## config.mk

```make
export PLATFORM = sky130hd
export DESIGN_NAME = program_loader
export DESIGN_NICKNAME = d
export VERILOG_FILES = /design/src/rtl/program_loader.sv
export SDC_FILE = /design/constraint.sdc
export NUM_CORES = 1
export LEC_CHECK = 0
export BUFFER_PORTS_ARGS = -buffer_cell sky130_fd_sc_hd__clkbuf_2
export CAP_MARGIN = 20
export CORE_AREA = 2 2 111 113
export DETAILED_ROUTE_END_ITERATION = 6
export DIE_AREA = 0 0 113 115
export GPL_TIMING_DRIVEN = 0
export PLACE_DENSITY = 0.68
export SKIP_LAST_GASP = 1
export SLEW_MARGIN = 15
export SYNTH_ARGS = -nofsm -noshare
export SYNTH_HDL_FRONTEND = slang
export SYNTH_SLANG_ARGS = --single-unit
```

## constraint.sdc

```tcl
create_clock -name clk -period 2.7 [get_ports clk]
set_clock_uncertainty 0.05 [all_clocks]
set_input_delay 0.135 -clock clk [delete_from_list [all_inputs] [get_ports clk]]
set_output_delay 0.135 -clock clk [all_outputs]
set_load 0.01 [all_outputs]
```

## src/rtl/program_loader.sv

```systemverilog
// Byte-stream image loader: assembles LE words into instruction memory, verifies an
// XOR checksum, and holds the core in reset until a good image is in place.
module program_loader #(
    parameter logic [31:0] BASE_ADDR = 32'h0000_0000,
    parameter int          MAX_WORDS = 1024
) (
    input  logic        clk,
    input  logic        rst,
    input  logic [7:0]  rx_data,
    input  logic        rx_valid,
    output logic        rx_ready,
    output logic        imem_we,
    output logic [31:0] imem_addr,
    output logic [31:0] imem_wdata,
    output logic        cpu_rst,
    output logic        load_done,
    output logic        load_err,
    output logic [15:0] words_loaded
);

    typedef enum logic [2:0] {HDR0, HDR1, DATA, CHK, DONE, ERR} state_t;

    localparam logic [31:0] MAX_W = MAX_WORDS;

    state_t      state, state_nxt;
    logic        accept;
    logic [7:0]  len_lo;
    logic [15:0] len;
    logic [15:0] n_hdr;
    logic [1:0]  byte_cnt;
    logic [23:0] word_p0;
    logic [15:0] index;
    logic [7:0]  xor_acc;
    logic        last_word;

    assign accept    = rx_valid && rx_ready;
    assign n_hdr     = {rx_data, len_lo};
    assign last_word = ({1'b0, index} + 17'd1) == {1'b0, len};

    always_ff @(posedge clk) begin
        if (rst) state <= HDR0;
        else     state <= state_nxt;
    end

    always_comb begin
        state_nxt = state;
        case (state)
            HDR0: if (accept) state_nxt = HDR1;
            HDR1: begin
                if (accept) begin
                    if ({16'd0, n_hdr} > MAX_W) state_nxt = ERR;
                    else if (n_hdr == 16'd0)    state_nxt = CHK;
                    else                        state_nxt = DATA;
                end
            end
            DATA: if (accept && byte_cnt == 2'd3 && last_word) state_nxt = CHK;
            CHK:  if (accept) state_nxt = (rx_data == xor_acc) ? DONE : ERR;
            default: state_nxt = state;
        endcase
    end

    // rx_ready and cpu_rst are forced to their safe values while rst is held
    always_comb begin
        rx_ready  = 1'b0;
        cpu_rst   = 1'b1;
        load_done = 1'b0;
        load_err  = 1'b0;
        case (state)
            HDR0, HDR1, DATA, CHK: rx_ready = !rst;
            DONE: begin
                cpu_rst   = rst;
                load_done = 1'b1;
            end
            ERR:  load_err = 1'b1;
            default: ;
        endcase
    end

    // byte stage: header capture, word assembly, checksum; write stage registered behind it
    always_ff @(posedge clk) begin
        if (rst) begin
            len_lo       <= 8'd0;
            len          <= 16'd0;
            byte_cnt     <= 2'd0;
            word_p0      <= 24'd0;
            index        <= 16'd0;
            xor_acc      <= 8'd0;
            imem_we      <= 1'b0;
            imem_addr    <= BASE_ADDR;
            imem_wdata   <= 32'd0;
            words_loaded <= 16'd0;
        end else begin
            imem_we <= 1'b0;
            if (accept) begin
                case (state)
                    HDR0: begin
                        len_lo  <= rx_data;
                        xor_acc <= xor_acc ^ rx_data;
                    end
                    HDR1: begin
                        len     <= n_hdr;
                        xor_acc <= xor_acc ^ rx_data;
                    end
                    DATA: begin
                        xor_acc  <= xor_acc ^ rx_data;
                        byte_cnt <= byte_cnt + 2'd1;
                        word_p0  <= {rx_data, word_p0[23:8]};
                        if (byte_cnt == 2'd3) begin
                            imem_we      <= 1'b1;
                            imem_wdata   <= {rx_data, word_p0};
                            imem_addr    <= BASE_ADDR + {14'd0, index, 2'b00};
                            index        <= index + 16'd1;
                            words_loaded <= index + 16'd1;
                        end
                    end
                    default: ;
                endcase
            end
        end
    end

endmodule

```

==> reports/qor.yml <==
critical_path:
  required_ns: 3.00
  worstSetupPathType: "flip-flop to flip-flop"
  end_kind: "flip-flop"
  cp.arrival_ns: 2.80
  worstSetupStartpoint: "index[1]"
  critPathMaxStageDelay_ns: 0.42
  cp-start-kind: "flip-flop"
  crit_path_cell_trace: "ha_2 > nand4_2 > nor2_2 > nand4_1 > o21ai_0 > o2111ai_1 > o31ai_2 > mux2i_1"
  cp-endpoint: "state[0]"
  reg2reg_depth: 8
  r2r-start: "index[1]"
  r2r_setup_slack_ns: 0.20
  r2r_end: "state[0]"
  cp_slowest_cell: "dfxtp_1"
  path_max_fanout: 7
detailed_routing:
  wirelength_microns: 13300
  routedLengthMet1_microns: 6240
  via_per_inst: 5.07
  wl_per_cell_microns: 14.1
  wl_met2_microns: 6030
  first_pass_iters: 7
  ant_nets: 0
  wl_met3_microns: 753
  drc: 7
  routed.top_layer: "met4"
  dr_total_vias: 4773
  drt_iter0_drc: 342
yosys:
  yosysWarnings: 0
  synth.avg_cell_area_sq_um: 8.01
  synth-edff-count: 0
  synthArstFlopShare_pct: 0
  synth_cell_types: 50
  ys.flop_type: "dfxtp_1"
  yosysTopAreaCellShare_pct: 46.5
  synthCells: 677
  synth_commonest_cells: "nand2_1 (203), dfxtp_1 (126), a21oi_1 (94)"
  synth.most_common_cell: "nand2_1"
  yosys_register_bits: 126
  syn_area_sq_um: 5420
  synth_area_leader_cell: "dfxtp_1"
  yosys-top-cells-area: "dfxtp_1 (47%), nand2_1 (14%), a21oi_1 (8.7%), xor2_1 (5.0%), nor2_1 (3.4%)"
  seq_area_frac_synth_pct: 46.5
cells_and_area:
  drive_above_1_share_pct: 18.6
  areaGrowthSynthToFinish_pct: 22.0
  antenna_cells: 0
  final_cells: 942
  num-nets-final: 795
floorplanning:
  initial_core_util_pct: 45.9
  num_io_pins: 96
  die_h_microns: 115
  die_area_sq_um: 13000
  coreArea_sq_um: 11800
  die_w_microns: 113
  rows: 40
clock_network:
  htree_levels: 4
  worstSkewPairLatency_ns: 0.42
  cts_tree: "done"
  root_buffer: "clkbuf_16"
  clock_path_buffers: 2
  cts_made_buffers: 17
  cts.sinks: 126
  clk_pin_slew_ns: 0.06
place:
  hpwl_microns: 9710
  numPlacedInstances: 910
  io_buffers: 71
  gp_congestion: 0.903
timing:
  fin_setup_tns_ns: 0
  slew_headroom_pct: 58.9
  rsz0062_at_grt: "no"
  worst_hold_slack_ns: 0.114
  fin_crit_sh_pct: 92.5
  setup_viol: 0
  period_minus_slack_ns: 2.50
  max_freq_ghz: 0.400
  finalHoldViolations: 0
  finalMaxSlewViolations: 0
  tightest_slew_ns: 0.617
grt:
  gr-total-overflow: 0
  antenna_found_initial: 0
  grt_pass1_wl_microns: 21300
  grt_max_degree: 17
  track_usage_pct: 20.9
  grt_pass1_vias: 4354
power_and_ir_drop:
  net-switching-power_mw: 0.974
  clkPwrFrac_pct: 52.0
  vdd_ir_drop_max_mv: 0.348
  swShare_pct: 22.5
  power_density_nw_per_um2: 653
  p_int_mw: 3.35
  leakage_nw: 2.62
  comb_power_share_pct: 4.1
  p_seq_share_pct: 43.9
worst_hold_path:
  min_path_type: "input port to flip-flop"
  min-delay-start: "rst"
outcome:
  violations: "design-rule violations"
  status: "complete, but fails checks"
run:
  maxCapViolCount: 0
logic make-up (layout without fill, tap and decap cells):
group           Yosys count  in the layout  share of synthesized area [%]
simple gates            301            301                           23.9
flops                   126            126                           46.5
compound gates          115            115                           11.6
buf+inv                  70            173                           7.15
xor+xnor                 51             51                           8.24
mux                      11             11                           2.03
fa+ha+maj                 2              2                          0.461
other cells               1             16                         0.0692
cells in the final DEF (no fill, tap or decap), types with 17 or more instances in the layout:
master / Yosys / final
clkbuf_2: 0 / 71
nand2_1: 203 / 203
buf_4: 17 / 17
xnor2_1: 20 / 20
xor2_1: 31 / 31
clkbuf_1: 35 / 35
a21oi_1: 94 / 94
dfxtp_1: 126 / 125
clkbuf_16: 0 / 17
nor2_1: 49 / 48
state kept, by name (all words and copies together) (netlist names):
signal and cells:
len_lo 8, index 16, imem_addr 16, byte_cnt 2, word_p0 24, imem_wdata 32
len 16, imem_we 1, state 3, xor_acc 8
metal layers:
layer  GRT usage (%)  up-vias
met5               0        -
met4            10.4        0
met3            4.74       19
met2            32.1      142
met1            27.9     2205
li1                -     2407
critical path, delay by kind of cell, from the launching register on:
family | cells | cell delay [ns]
multiplexers | 1 | 0.22
flip-flops | 1 | 0.42
AND/OR/NAND/NOR | 3 | 0.69
adder cells (fa/ha/maj) | 1 | 0.30
AO/OA/AOI/OAI | 3 | 0.75
layout make-up:
cell class	count	area, sq um
Inverter	2	7.51
Clock inverter	13	139
Tap cell	147	184
Multi-Input combinational cell	496	2570
Clock buffer	19	453
Timing Repair Buffer	71	355
Sequential cell	126	2520
Buffer	68	380
Fill cell	1103	5190
through the flow:
step / cell area [sq um] / setup WS [ns] / util [%] / power [mW]
final: 6620 / 0.202 / 56.0 / 4.32
after floorplan: 5480 / 0.542 / - / 2.07
after global routing: 6620 / 0.0633 / 56.0 / 4.45
after CTS: 6610 / 0.0139 / 56.0 / 4.36
after detailed placement: 6020 / 0.0488 / 51.0 / 2.11
after global placement: 6020 / 0.0905 / 51.0 / 2.11
how the worst min path moves through the flow:
stage	slack (ns)	cells past startpoint	to
3_5_place_dp	0.40	2	imem_wdata[5]
2_1_floorplan	0.27	1	rx_ready
4_1_cts	0.11	4	state[1]
3_3_place_gp	0.39	2	imem_addr[13]
6_report	0.11	4	state[1]
5_1_grt	0.14	3	word_p0[16]
power groups by stage:
stage                     combinational [mW]  sequential [mW]  clock [mW]
after floorplan                        0.135             1.93           0
after global placement                 0.172             1.94           0
after detailed placement               0.176             1.94           0
after CTS                              0.177             1.90        2.28
after global routing                   0.196             1.90        2.36
final                                  0.178             1.90        2.25
what timing repair did:
action,CTS,global route
buffers inserted,0,0
setup endpoints to repair,0,1
hold buffers,0,0
gates resized for setup,0,3
Note: power is estimated with default switching activity, not from simulation.
